[config.mk]
export PLATFORM = sky130hd
export DESIGN_NAME = if_stage_flat
export DESIGN_NICKNAME = d
export VERILOG_FILES = /design/src/rtl/if_stage_pkg.sv /design/src/rtl/if_stage_if.sv /design/src/rtl/if_stage_id_reg.sv /design/src/rtl/if_stage.sv /design/src/flat_wrapper.sv
export SDC_FILE = /design/constraint.sdc
export NUM_CORES = 1
export LEC_CHECK = 0
export CAP_MARGIN = 20
export CORE_ASPECT_RATIO = 1.4
export CORE_MARGIN = 3
export CORE_UTILIZATION = 49
export DETAILED_ROUTE_END_ITERATION = 8
export PLACE_DENSITY_LB_ADDON = 0.3
export SLEW_MARGIN = 20
export SYNTH_ARGS = -nofsm -noshare
export SYNTH_HDL_FRONTEND = slang
export SYNTH_SLANG_ARGS = --single-unit
[constraint.sdc]
create_clock -name clk -period 2.39 [get_ports clk]
set_clock_uncertainty 0.2 [all_clocks]
set_input_delay 0.478 -clock clk [delete_from_list [all_inputs] [get_ports clk]]
set_output_delay 0.478 -clock clk [all_outputs]
set_load 0.05 [all_outputs]
[src/rtl/if_stage_pkg.sv]
// Shared pipeline types: IF control codes, NOP word,
// fetch FSM states and the IF/ID bundle.
package pipe_pkg;

  localparam logic [1:0] IF_NORMAL = 2'b00;
  localparam logic [1:0] IF_HOLD   = 2'b01;
  localparam logic [1:0] IF_FLUSH  = 2'b10;

  localparam logic [31:0] NOP_INST = 32'h0000_0000;

  typedef enum logic [1:0] {
    S_BOOT,
    S_REQ,
    S_HELD,
    S_KILL
  } fetch_state_e;

  typedef struct packed {
    logic [31:0] pc;
    logic [31:0] pc_plus4;
    logic [31:0] inst;
    logic        valid;
  } if_id_t;

endpackage

[src/rtl/if_stage_if.sv]
// Instruction-memory request/ack bus.
// master: fetch side (req, addr out); slave: memory (ack, rdata out).
interface imem_if;

  logic        imem_req;
  logic [31:0] imem_addr;
  logic        imem_ack;
  logic [31:0] imem_rdata;

  modport master (
    output imem_req,
    output imem_addr,
    input  imem_ack,
    input  imem_rdata
  );

  modport slave (
    input  imem_req,
    input  imem_addr,
    output imem_ack,
    output imem_rdata
  );

endinterface

[src/rtl/if_stage_id_reg.sv]
// IF/ID pipeline register: load d, insert bubble, else hold.
// Ports: clk, rst_n, load, bubble, d (if_id_t), q (if_id_t).
module if_id_reg
  import pipe_pkg::*;
#(
  parameter logic [31:0] BUBBLE_INST = NOP_INST
) (
  input  logic   clk,
  input  logic   rst_n,
  input  logic   load,
  input  logic   bubble,
  input  if_id_t d,
  output if_id_t q
);

  if_id_t ifid_q, ifid_d;

  always_comb begin
    ifid_d = ifid_q;
    unique case (1'b1)
      bubble: begin
        ifid_d.inst  = BUBBLE_INST;
        ifid_d.valid = 1'b0;
      end
      load:    ifid_d = d;
      default: ;
    endcase
  end

  always_ff @(posedge clk or negedge rst_n) begin
    if (!rst_n) begin
      ifid_q.pc       <= '0;
      ifid_q.pc_plus4 <= '0;
      ifid_q.inst     <= BUBBLE_INST;
      ifid_q.valid    <= 1'b0;
    end else begin
      ifid_q <= ifid_d;
    end
  end

  assign q = ifid_q;

endmodule

[src/rtl/if_stage.sv]
// Fetch stage: pc, imem request FSM, IF/ID register.
// Ports: clk, rst_n, pc_stall, if_ctrl, branch_taken/target,
// imem (imem_if.master), id_pc/pc_plus4/inst/valid, fetch_busy.
// Optional IF_PERF_CNT_EN adds perf_fetch_cnt, perf_bubble_cnt.
module if_stage #(
  parameter logic [31:0] RESET_PC = 32'h0000_0000,
  parameter logic [31:0] NOP_INST = pipe_pkg::NOP_INST
) (
  input  logic        clk,
  input  logic        rst_n,
  input  logic        pc_stall,
  input  logic [1:0]  if_ctrl,
  input  logic        branch_taken,
  input  logic [31:0] branch_target,
  imem_if.master      imem,
  output logic [31:0] id_pc,
  output logic [31:0] id_pc_plus4,
  output logic [31:0] id_inst,
  output logic        id_valid,
  output logic        fetch_busy
`ifdef IF_PERF_CNT_EN
  ,
  output logic [31:0] perf_fetch_cnt,
  output logic [31:0] perf_bubble_cnt
`endif
);

  import pipe_pkg::*;

  fetch_state_e state_q, state_d;
  logic [31:0] pc_q, pc_d;
  logic [31:0] req_q, req_d;
  logic [31:0] bpc_q, bpc_d;
  logic [31:0] binst_q, binst_d;

  logic        hold, flush, ack, req_on;
  logic        load, bubble;
  logic [31:0] tgt, req_p4, bpc_p4;
  if_id_t      ld_data, ifid;

  assign hold   = pc_stall | (if_ctrl == IF_HOLD);
  assign flush  = (if_ctrl & IF_FLUSH) != IF_NORMAL;
  assign tgt    = branch_target & 32'hFFFF_FFFC;
  assign ack    = imem.imem_ack;
  assign req_p4 = req_q + 32'd4;
  assign bpc_p4 = bpc_q + 32'd4;

  assign req_on = (state_q == S_REQ)
               || (state_q == S_KILL);

  assign imem.imem_req  = req_on;
  assign imem.imem_addr = req_q;
  assign fetch_busy     = req_on & ~ack;

  always_comb begin
    state_d = state_q;
    pc_d    = pc_q;
    req_d   = req_q;
    bpc_d   = bpc_q;
    binst_d = binst_q;
    load    = 1'b0;
    bubble  = 1'b0;
    ld_data = '{pc:       req_q,
                pc_plus4: req_p4,
                inst:     imem.imem_rdata,
                valid:    1'b1};
    unique case (state_q)
      S_BOOT: begin
        state_d = S_REQ;
        req_d   = pc_q;
        if (branch_taken) begin
          pc_d   = tgt;
          req_d  = tgt;
          bubble = 1'b1;
        end else if (flush) begin
          bubble = 1'b1;
        end
      end
      S_REQ: begin
        if (branch_taken) begin
          pc_d   = tgt;
          bubble = 1'b1;
          if (ack) req_d = tgt;
          else state_d = S_KILL;
        end else if (flush || hold) begin
          // word is parked until IF/ID may take it
          bubble = flush;
          if (ack) begin
            bpc_d   = req_q;
            binst_d = imem.imem_rdata;
            pc_d    = req_p4;
            state_d = S_HELD;
          end
        end else if (ack) begin
          load  = 1'b1;
          pc_d  = req_p4;
          req_d = req_p4;
        end else begin
          bubble = 1'b1;
        end
      end
      S_HELD: begin
        if (branch_taken) begin
          pc_d    = tgt;
          req_d   = tgt;
          bubble  = 1'b1;
          state_d = S_REQ;
        end else if (flush) begin
          bubble = 1'b1;
        end else if (!hold) begin
          load    = 1'b1;
          ld_data = '{pc:       bpc_q,
                      pc_plus4: bpc_p4,
                      inst:     binst_q,
                      valid:    1'b1};
          pc_d    = bpc_p4;
          req_d   = bpc_p4;
          state_d = S_REQ;
        end
      end
      S_KILL: begin
        // drain the stale request, then fetch from pc
        bubble = 1'b1;
        if (branch_taken) pc_d = tgt;
        if (ack) begin
          req_d   = branch_taken ? tgt : pc_q;
          state_d = S_REQ;
        end
      end
      default: state_d = S_BOOT;
    endcase
  end

  always_ff @(posedge clk or negedge rst_n) begin
    if (!rst_n) begin
      state_q <= S_BOOT;
      pc_q    <= RESET_PC;
      req_q   <= RESET_PC;
      bpc_q   <= '0;
      binst_q <= NOP_INST;
    end else begin
      state_q <= state_d;
      pc_q    <= pc_d;
      req_q   <= req_d;
      bpc_q   <= bpc_d;
      binst_q <= binst_d;
    end
  end

  if_id_reg #(
    .BUBBLE_INST(NOP_INST)
  ) u_if_id (
    .clk    (clk),
    .rst_n  (rst_n),
    .load   (load),
    .bubble (bubble),
    .d      (ld_data),
    .q      (ifid)
  );

  assign id_pc       = ifid.pc;
  assign id_pc_plus4 = ifid.pc_plus4;
  assign id_inst     = ifid.inst;
  assign id_valid    = ifid.valid;

`ifdef IF_PERF_CNT_EN
  logic [31:0] fcnt_q, fcnt_d;
  logic [31:0] bcnt_q, bcnt_d;

  always_comb begin
    fcnt_d = fcnt_q;
    bcnt_d = bcnt_q;
    if (state_q == S_REQ && ack && !branch_taken)
      fcnt_d = fcnt_q + 32'd1;
    if (bubble)
      bcnt_d = bcnt_q + 32'd1;
  end

  always_ff @(posedge clk or negedge rst_n) begin
    if (!rst_n) begin
      fcnt_q <= '0;
      bcnt_q <= '0;
    end else begin
      fcnt_q <= fcnt_d;
      bcnt_q <= bcnt_d;
    end
  end

  assign perf_fetch_cnt  = fcnt_q;
  assign perf_bubble_cnt = bcnt_q;
`endif

endmodule
[src/flat_wrapper.sv]
// flat-port wrapper written by rule: the top's interface ports become plain ports
module if_stage_flat import pipe_pkg::*;
#(
  parameter logic [31:0] RESET_PC = 32'h0000_0000,
  parameter logic [31:0] NOP_INST = pipe_pkg::NOP_INST
)
  (clk, rst_n, pc_stall, if_ctrl, branch_taken, branch_target, id_pc, id_pc_plus4, id_inst, id_valid, fetch_busy, imem_imem_req, imem_imem_addr, imem_imem_ack, imem_imem_rdata);
  imem_if imem_i ();
  input  logic clk;
  input  logic rst_n;
  input  logic pc_stall;
  input  logic [1:0] if_ctrl;
  input  logic branch_taken;
  input  logic [31:0] branch_target;
  output logic [31:0] id_pc;
  output logic [31:0] id_pc_plus4;
  output logic [31:0] id_inst;
  output logic id_valid;
  output logic fetch_busy;
  output wire logic [$bits(imem_i.imem_req)-1:0] imem_imem_req;
  output wire logic [$bits(imem_i.imem_addr)-1:0] imem_imem_addr;
  input wire logic [$bits(imem_i.imem_ack)-1:0] imem_imem_ack;
  input wire logic [$bits(imem_i.imem_rdata)-1:0] imem_imem_rdata;
  assign imem_imem_req = imem_i.imem_req;
  assign imem_imem_addr = imem_i.imem_addr;
  assign imem_i.imem_ack = imem_imem_ack;
  assign imem_i.imem_rdata = imem_imem_rdata;
  if_stage #(.RESET_PC(RESET_PC), .NOP_INST(NOP_INST)) u_core (.clk(clk), .rst_n(rst_n), .pc_stall(pc_stall), .if_ctrl(if_ctrl), .branch_taken(branch_taken), .branch_target(branch_target), .imem(imem_i), .id_pc(id_pc), .id_pc_plus4(id_pc_plus4), .id_inst(id_inst), .id_valid(id_valid), .fetch_busy(fetch_busy));
endmodule
Word-level counts from Yosys, hierarchy flattened --
Index checks and enable logic that the tools add are counted.
Word-level totals: register bits after elaboration 227, bits of input ports 71, output and inout port bits 131, word-level logic and storage cells 76
Cells by class: add/subtract/negate cells 2, equality and inequality tests 12, mux-type cells 39, bitwise operators 4, reduce and logical (&&, ||, !) cells 10
Operators with widths (count):
- $mux W97 | 4
- $mux W32 | 10
- $pmux W32 S4 | 1
- $pmux W32 S3 | 1
- $pmux W33 S2 | 1
- $add A32 B3 Y32 const B | 2
- $ne A3 B3 Y1 const B | 6
- $mux W2 | 8
- $mux W1 | 11
- $pmux W2 S4 | 1
- $reduce_and A6 Y1 | 1
- $reduce_and A5 Y1 | 1
- $eq A2 B1 Y1 const B | 2
- $eq A2 B2 Y1 const B | 2
- $ne A2 B2 Y1 const B | 2
- $reduce_and A4 Y1 | 1
- $reduce_or A2 Y1 | 2
- $pmux W1 S3 | 1
- $reduce_and A3 Y1 | 1
- $logic_not A2 Y1 | 1
- $logic_or A1 B1 Y1 | 2
- $not A1 Y1 | 2
- $pmux W1 S2 | 1
- $reduce_bool A2 Y1 | 1
- 2 further kinds | 2

Depth between registers and ports, before layout --
Gate-level depths: netlist of the first run.
depth in word-level cells 7, mapped depth 11, depth with buffers taken out 8

Hierarchy --
A second synthesis of the first run with hierarchy kept.
Unflattened totals: cell total of the unflattened synthesis 1376, area total of the unflattened synthesis 12947.4 um2
Modules (own cells, without submodules):
- if_stage | times used 1, cells each 1167, area an instance 9341.5 um2
- if_id_reg | times used 1, cells each 209, area an instance 3606.0 um2

Least setup slack after synthesis of the first run --
No wires, ideal clock.
path kind register to register, start point register u_core.state_q[1], end point register u_core.req_q[21] (netlist: u_core.imem.imem_addr[21]), library setup time 0.082 ns, arrival time 2.722 ns, required time 2.108 ns, slack -0.614 ns, stages on the path, launching flop included 11, path buffers 3, clock period less this slack 3.004 ns, cells stage by stage dfrtp_1 > inv_1 > ha_1 > clkbuf_1 > nor2_1 > nor2_1 > or2_2 > clkbuf_1 > clkbuf_1 > o21ai_0 > a31oi_1
On the way: cells in the longest elaborated chain, start to end 3, elaborated cells on any way between the ends 11, those cells by class 8 x eq/ne; 1 x mux; 2 x reduce/logical
Ends and longest elaborated chain:
- from (decl) | RTL line if_stage.sv:30 | fetch_state_e state_q, state_d;
- from (signal assigned) | RTL line if_stage.sv:142 | state_q <= state_d;
- $eq A2 B1 Y1 or $eq A2 B2 Y1 (tied branches) | RTL line if_stage.sv:67 | unique case (state_q)
- $ne A3 B3 Y1 (no source line) or $ne A2 B2 Y1 (tied branches)
- $reduce_and A5 Y1 (no source line)
- to (signal assigned) | RTL line if_stage.sv:144 | req_q <= req_d;
- to (decl) | RTL line if_stage.sv:32 | logic [31:0] req_q, req_d;
Parallel ways exist; a longest one is shown, timed or not. A chain may end at the register's enable or synchronous reset.

Worst setup path in the final report of the first run --
start point register u_core.bpc_q[4], end point register u_core.req_q[17] (netlist: u_core.imem.imem_addr[17])
On the way: cells in the longest elaborated chain, start to end 5
Ends and longest elaborated chain:
- from (decl) | RTL line if_stage.sv:33 | logic [31:0] bpc_q, bpc_d;
- from (signal assigned) | RTL line if_stage.sv:145 | bpc_q <= bpc_d;
- $add A32 B3 Y32 | RTL line if_stage.sv:46 | assign bpc_p4 = bpc_q + 32'd4;
- $mux W32 | RTL line if_stage.sv:110 | end else if (!hold) begin
- $mux W32 | RTL line if_stage.sv:108 | end else if (flush) begin
- $mux W32 | RTL line if_stage.sv:103 | if (branch_taken) begin
- $pmux W32 S4 | RTL line if_stage.sv:67
Every way passes these cells. The select of a mux whose other input is x is not followed.

==> results.py, run 1 <==
metrics = {
    "outcome": {
        "status": "complete, but fails checks",
        "failed_checks": "setup timing",
    },
    "worst_setup_path": {
        "reg2reg_depth": 7,
        "worstSetupStartpointType": "register",
        "worstPathArrival_ns": 2.68,
        "crit_chain": "nand3_2, or4_4, buf_6, o31a_1, o21ai_2, a32oi_1, mux2_4",
        "critPathTopFamily": "simple AND/OR/NAND/NOR gates",
        "path_buf_inv": 1,
        "path_max_fanout": 8,
        "worst-r2r-setup-slack_ns": -0.07,
        "crit_required_ns": 2.60,
        "crit_slowest_cell": "or4_4",
        "reg2reg_from": "u_core.bpc_q[4]$_DFFE_PN0P_",
        "slowest_delay_ns": 0.65,
        "crit_type": "register to register",
        "rr_endpoint": "u_core.imem.imem_addr[17]$_DFFE_PN0P_",
        "end_kind": "register",
    },
    "worst_hold_path": {
        "hold_path_class": "input pin to async pin",
    },
    "placement": {
        "place_congestion": 0.944,
        "placed_area_um2": 16100,
        "placedCellCount": 1967,
        "dpl.hpwl_um": 30300,
        "portBuffers": 199,
    },
    "synthesis": {
        "ys_top_cells_by_area": "dfrtp_1 (45%), nand2_1 (5.9%), mux2_2 (5.7%), o21ai_0 (5.1%), mux2i_1 (3.7%)",
        "synth_top_area_share_pct": 45.1,
        "ys_types": 70,
        "ys_warn_count": 0,
        "synth_edf_count": 0,
        "synthArstFlopShare_pct": 100,
        "syn_inst": 1380,
        "yosysSeqAreaShare_pct": 45.1,
        "yosys-top-cells-count": "dfrtp_1 (225), nand2_1 (197), o21ai_0 (128), nor2_1 (97), clkbuf_1 (91)",
        "synth_ff_type": "dfrtp_1",
        "synthesis.nets": 1457,
        "syn-cell-area_um2": 12500,
        "yosysMostFrequentCell": "dfrtp_1",
        "synth_area_leader_cell": "dfrtp_1",
        "ys_ff_latch": 225,
        "syn_area_per_cell_um2": 9.05,
    },
    "cells_and_area": {
        "syn2layout_area_growth_pct": 42.1,
        "multiInputGateArea_um2": 6830,
        "fillerInstances": 1864,
        "layout.cells.non_filler": 2030,
        "final_cell_area_um2": 17700,
        "nets": 1775,
        "num_antenna_cells": 0,
        "seq_area_um2": 5660,
        "drive_gt1_share_pct": 26.5,
    },
    "cts": {
        "clockBufferDepth": 3,
        "worstSkewPairLatency_ns": 0.53,
        "path_clk_slew_ns": 0.06,
        "cts_buffers": 24,
        "cts_tree": "done",
        "h-tree-depth": 1,
        "cts.sinks": 225,
        "cts-root-buf": "clkbuf_16",
    },
    "power_and_ir_drop": {
        "powerDensity_nw_per_um2": 1300,
        "power_frac_comb_pct": 55.2,
        "irDropWorstVdd_v": 0.00102,
        "switchingPower_mw": 10.4,
        "leakage_nw": 8.40,
        "pwr-share-clk_pct": 17.5,
        "power.share.switching_pct": 44.9,
        "seqPwrFrac_pct": 27.3,
        "intPower_mw": 12.7,
    },
    "routing": {
        "drc": 0,
        "drtAntennaViolNets": 0,
        "post_drt_via_cell_ratio": 6.19,
        "routed_wl_um": 43600,
        "via_count": 12575,
        "drtIter0Drc": 1313,
        "routedWlPerCell_um": 21.5,
        "first_pass_iters": 5,
    },
    "sta": {
        "tightest_slew_ns": 0.535,
        "max_freq_mhz": 406,
        "slew_violations": 0,
        "period_needed_ns": 2.46,
        "slew_headroom_pct": 64.3,
        "finalHoldViolations": 0,
        "fin_ws_ns": -0.0731,
        "fin_crit_sh_pct": 103,
        "finalSetupViolCount": 6,
        "rsz0062_at_grt": "yes",
    },
    "grt": {
        "antenna_found_initial": 0,
        "grt_overflow": 0,
        "grt_max_degree": 55,
        "grt_pass1_vias": 12317,
        "grt_usage_pct": 30.2,
        "grt_pass1_wl_um": 67100,
    },
    "die": {
        "std_cell_rows": 68,
        "dieArea_um2": 27500,
        "io_pins": 202,
        "die_x_um": 141,
        "core_um2": 24800,
        "dieHeight_um": 195,
        "start_util_pct": 50.3,
    },
    "job": {
        "drv_cap": 0,
    },
}
[kinds of logic after synthesis]
| family | count (synthesis) | share of synthesized area [%] |
|---|---|---|
| DFF | 225 | 45.1 |
| and+or+nand+nor | 465 | 17.5 |
| buffers and inverters | 140 | 4.54 |
| xor gates and xnor gates | 32 | 2.24 |
| AOI/OAI and AO/OA | 403 | 20.6 |
| muxes | 109 | 9.37 |
| adders and majority gates | 6 | 0.601 |
[worst reg2reg max path, stage by stage, from the launching register on]
cell     delay [ns]
dfrtp_1        0.37
nand3_2        0.11
or4_4          0.65
buf_6          0.19
o31a_1         0.27
o21ai_2        0.17
a32oi_1        0.13
mux2_4         0.27
[power by group through the flow]
stage	Sequential, mW	Combinational [mW]	Clock, mW
5_1_grt	6.47	13.4	4.24
6_report	6.30	12.7	4.04
3_3_place_gp	6.22	11.8	0
2_1_floorplan	8.39	5.10	0
3_5_place_dp	6.31	12.0	0
4_1_cts	6.24	12.1	4.09
[worst max-delay path by stage]
| stage | cells after the start | end | slack (ns) | from |
|---|---|---|---|---|
| 3_3_place_gp | 8 | u_core.u_if_id.q[39]$_DFFE_PN0P_ | -0.09 | if_ctrl[0] |
| 4_1_cts | 6 | u_core.imem.imem_addr[27]$_DFFE_PN0P_ | -0.03 | u_core.imem.imem_addr[15]$_DFFE_PN0P_ |
| 3_5_place_dp | 7 | u_core.imem.imem_addr[28]$_DFFE_PN0P_ | -0.14 | u_core.imem.imem_addr[2]$_DFFE_PN0P_ |
| 2_1_floorplan | 8 | u_core.imem.imem_addr[27]$_DFFE_PN0P_ | -0.29 | u_core.imem.imem_addr[11]$_DFFE_PN0P_ |
| 5_1_grt | 6 | u_core.imem.imem_addr[27]$_DFFE_PN0P_ | -0.14 | u_core.imem.imem_addr[15]$_DFFE_PN0P_ |
| 6_report | 7 | u_core.imem.imem_addr[17]$_DFFE_PN0P_ | -0.07 | u_core.bpc_q[4]$_DFFE_PN0P_ |
[area by class of cell]
cell class	instances	area share (%)
timing repair buffer	405	22.0
clock inverter	8	0.677
multi-input combinational	1015	38.5
tap	315	2.22
sequential	225	31.9
inverter	27	0.571
clock buffer	35	4.13
[placed cells by master, fill, tap and decap left out, types with 25 or more instances in the layout]
cell type        instances
nand3_1                 27
o21ai_0                116
dfrtp_1                204
nand2_1                196
mux2i_1                 46
buf_4                  196
dlygate4sd2_1           33
nand2b_1                25
a21oi_1                 68
nor2_1                  91
mux2_2                  61
inv_1                   25
a31oi_1                 47
dlymetal6s2s_1          49
clkdlybuf4s50_1         90
clkbuf_16               27
[flip-flops by register name, summed over array words and instances (netlist names)]
| signal | count |
|---|---|
| u_core.binst_q | 32 |
| u_core.bpc_q | 32 |
| u_core.imem.imem_addr | 32 |
| u_core.pc_q | 32 |
| u_core.state_q | 2 |
| u_core.u_if_id.q | 95 |
[through the flow]
step	util [%]	setup TNS [ns]	setup slack (ns)	total power, mW	hold WS (ns)
4_1_cts	68.8	-0.0928	-0.0305	22.5	0.282
5_1_grt	71.4	-1.05	-0.139	24.1	0.304
6_report	71.4	-0.201	-0.0731	23.1	0.258
3_3_place_gp	64.8	-5.36	-0.0881	18.1	0.229
2_1_floorplan	-	-2.33	-0.287	13.5	-0.0176
3_5_place_dp	64.8	-10.27	-0.138	18.4	0.240
[per-layer routing]
| layer | track usage [%] | wire, µm |
|---|---|---|
| met1 | 39.4 | 16900 |
| met4 | 12.1 | 1860 |
| met2 | 50.0 | 20800 |
| met5 | 0 | 0 |
| met3 | 5.22 | 3980 |
[what timing repair did]
| item | in CTS | in global routing |
|---|---|---|
| hold buffers | 1 | 0 |
| pin swaps | 15 | 36 |
| endpoints found under the setup margin | 68 | 164 |
| setup buffers | 9 | 9 |
| cloned | 0 | 2 |
| endpoints found under the hold margin | 44 | 0 |
| gates resized for setup | 60 | 138 |
(Power assumes the default switching activity.)
==> run 2: changes to the inputs <==
--- a/config.mk
+++ b/config.mk
@@ -6,7 +6,6 @@
 export NUM_CORES = 1
 export LEC_CHECK = 0
 export CAP_MARGIN = 20
-export CORE_ASPECT_RATIO = 1.4
 export CORE_MARGIN = 3
 export CORE_UTILIZATION = 49
 export DETAILED_ROUTE_END_ITERATION = 8
==> results.py, run 2 (synthesis results as in run 1) <==
metrics = {
    "grt": {
        "grt_overflow": 0,
        "grt_pass1_vias": 12442,
        "grt_max_degree": 66,
        "antenna_found_initial": 0,
        "grt_pass1_wl_um": 70000,
        "grt_usage_pct": 31.4,
    },
    "cts": {
        "h-tree-depth": 1,
        "cts-root-buf": "clkbuf_16",
        "cts.sinks": 225,
        "path_clk_slew_ns": 0.07,
        "cts_buffers": 25,
        "clockBufferDepth": 3,
        "cts_tree": "done",
        "worstSkewPairLatency_ns": 0.54,
    },
    "cells_and_area": {
        "final_common_cell": "buf_4",
        "largest_reg_flops": 95,
        "syn2layout_area_growth_pct": 45.5,
        "final_cell_mix": "buf_4 (208), dfrtp_1 (204), nand2_1 (194)",
        "drive_gt1_share_pct": 28.7,
        "num_antenna_cells": 0,
        "nets": 1803,
    },
    "routing": {
        "drtIter0Drc": 1588,
        "drtAntennaViolNets": 0,
        "post_drt_via_cell_ratio": 6.20,
        "drc": 0,
        "routedWlPerCell_um": 22.2,
        "routed_wl_um": 45900,
        "via_count": 12823,
        "first_pass_iters": 8,
    },
    "sta": {
        "rsz0062_at_grt": "yes",
        "max_freq_mhz": 386,
        "fin_setup_tns_ns": -1.38,
        "finalHoldViolations": 0,
        "period_needed_ns": 2.59,
        "slew_headroom_pct": 63.5,
        "finalSetupViolCount": 17,
        "tightest_slew_ns": 0.550,
        "fin_crit_sh_pct": 109,
        "whs_ns": 0.246,
        "slew_violations": 0,
        "fin_ws_ns": -0.204,
    },
    "die": {
        "std_cell_rows": 57,
        "io_pins": 202,
        "dieHeight_um": 166,
        "core_um2": 24700,
        "start_util_pct": 50.6,
        "dieArea_um2": 27400,
        "die_x_um": 166,
    },
    "outcome": {
        "status": "complete, but fails checks",
        "failed_checks": "setup timing",
    },
    "worst_setup_path": {
        "rr_endpoint": "u_core.imem.imem_addr[27]$_DFFE_PN0P_",
        "worst-r2r-setup-slack_ns": -0.20,
        "end_kind": "register",
        "crit_required_ns": 2.61,
        "crit_type": "register to register",
        "path_max_fanout": 7,
        "reg2reg_depth": 6,
        "reg2reg_from": "u_core.imem.imem_addr[15]$_DFFE_PN0P_",
        "worstPathArrival_ns": 2.81,
        "worstSetupStartpointType": "register",
    },
    "placement": {
        "place_ws_ns": -0.242,
        "dpl.hpwl_um": 31800,
        "place_congestion": 0.991,
        "portBuffers": 199,
    },
    "power_and_ir_drop": {
        "leakage_nw": 8.63,
        "irDropWorstVdd_v": 0.000941,
        "powerDensity_nw_per_um2": 1300,
    },
    "job": {
        "drv_cap": 0,
    },
    "worst_hold_path": {
        "hold_path_class": "input pin to async pin",
    },
}
## run 2: worst max-delay path, stage by stage (launching register included)
cell      delay [ns]
dfrtp_2         0.42
nand4_1         0.14
or4_4           0.63
o31a_1          0.30
o311ai_2        0.32
a32oi_1         0.19
mux2_4          0.28
## run 2: what timing repair did
item                       in CTS  in global routing
hold buffers                    1                  0
pin swaps                      19                 47
cloned                          2                  1
buffers inserted                8                 16
gates resized for setup       115                142
setup endpoints to repair      93                138
hold endpoints to repair       37                  0
## run 2: worst max-delay path by stage
stage,to,start,depth (start not counted)
6_report,u_core.imem.imem_addr[27]$_DFFE_PN0P_,u_core.imem.imem_addr[15]$_DFFE_PN0P_,6
5_1_grt,u_core.imem.imem_addr[27]$_DFFE_PN0P_,u_core.imem.imem_addr[15]$_DFFE_PN0P_,6
4_1_cts,u_core.imem.imem_addr[27]$_DFFE_PN0P_,u_core.imem.imem_addr[17]$_DFFE_PN0P_,6
3_5_place_dp,u_core.imem.imem_addr[30]$_DFFE_PN0P_,u_core.bpc_q[2]$_DFFE_PN0P_,8
3_3_place_gp,u_core.u_if_id.q[67]$_DFFE_PN0P_,if_ctrl[0],8
2_1_floorplan,u_core.imem.imem_addr[27]$_DFFE_PN0P_,u_core.imem.imem_addr[11]$_DFFE_PN0P_,8
## run 2: power breakdown
| group | switching [mW] | internal [mW] | total (mW) |
|---|---|---|---|
| clock | 1.63 | 2.44 | 4.06 |
| sequential | 1.08 | 5.26 | 6.34 |
| combinational | 8.01 | 5.18 | 13.2 |
## run 2: per-stage QoR
step	instances	area [µm²]	total power, mW	utilization [%]
6_report	2067	18200	23.6	73.6
5_1_grt	2067	18200	24.7	73.6
4_1_cts	2053	17500	22.9	70.8
3_5_place_dp	1999	16300	18.6	66.2
2_1_floorplan	1380	12600	13.5	-
3_3_place_gp	1999	16300	18.3	66.2
## run 2: final cells by class
cell class / instances / area [µm²]
multi-input cells: 1017 / 7020
clock inverters: 13 / 171
well taps: 324 / 405
repair buffers: 430 / 4130
fillers: 1808 / 6510
clock buffers: 31 / 678
flip-flops and latches: 225 / 5660
inverters: 27 / 105
## run 2: per-layer routing
metal	part of all wire, %	vias up	track usage, %
li1	-	5710	-
met1	40	6169	44.3
met2	45	818	49.7
met3	11	126	6.41
met4	3.2	0	8.64
met5	0	-	0
==> run 3: changes to the inputs <==
--- a/config.mk
+++ b/config.mk
@@ -5,6 +5,7 @@
 export SDC_FILE = /design/constraint.sdc
 export NUM_CORES = 1
 export LEC_CHECK = 0
+export ABC_CLOCK_PERIOD_IN_PS = 2390
 export CAP_MARGIN = 20
 export CORE_MARGIN = 3
 export CORE_UTILIZATION = 49
==> results of run 3 <==
No change in the layout: final DEF, timing and power equal those of run 2.
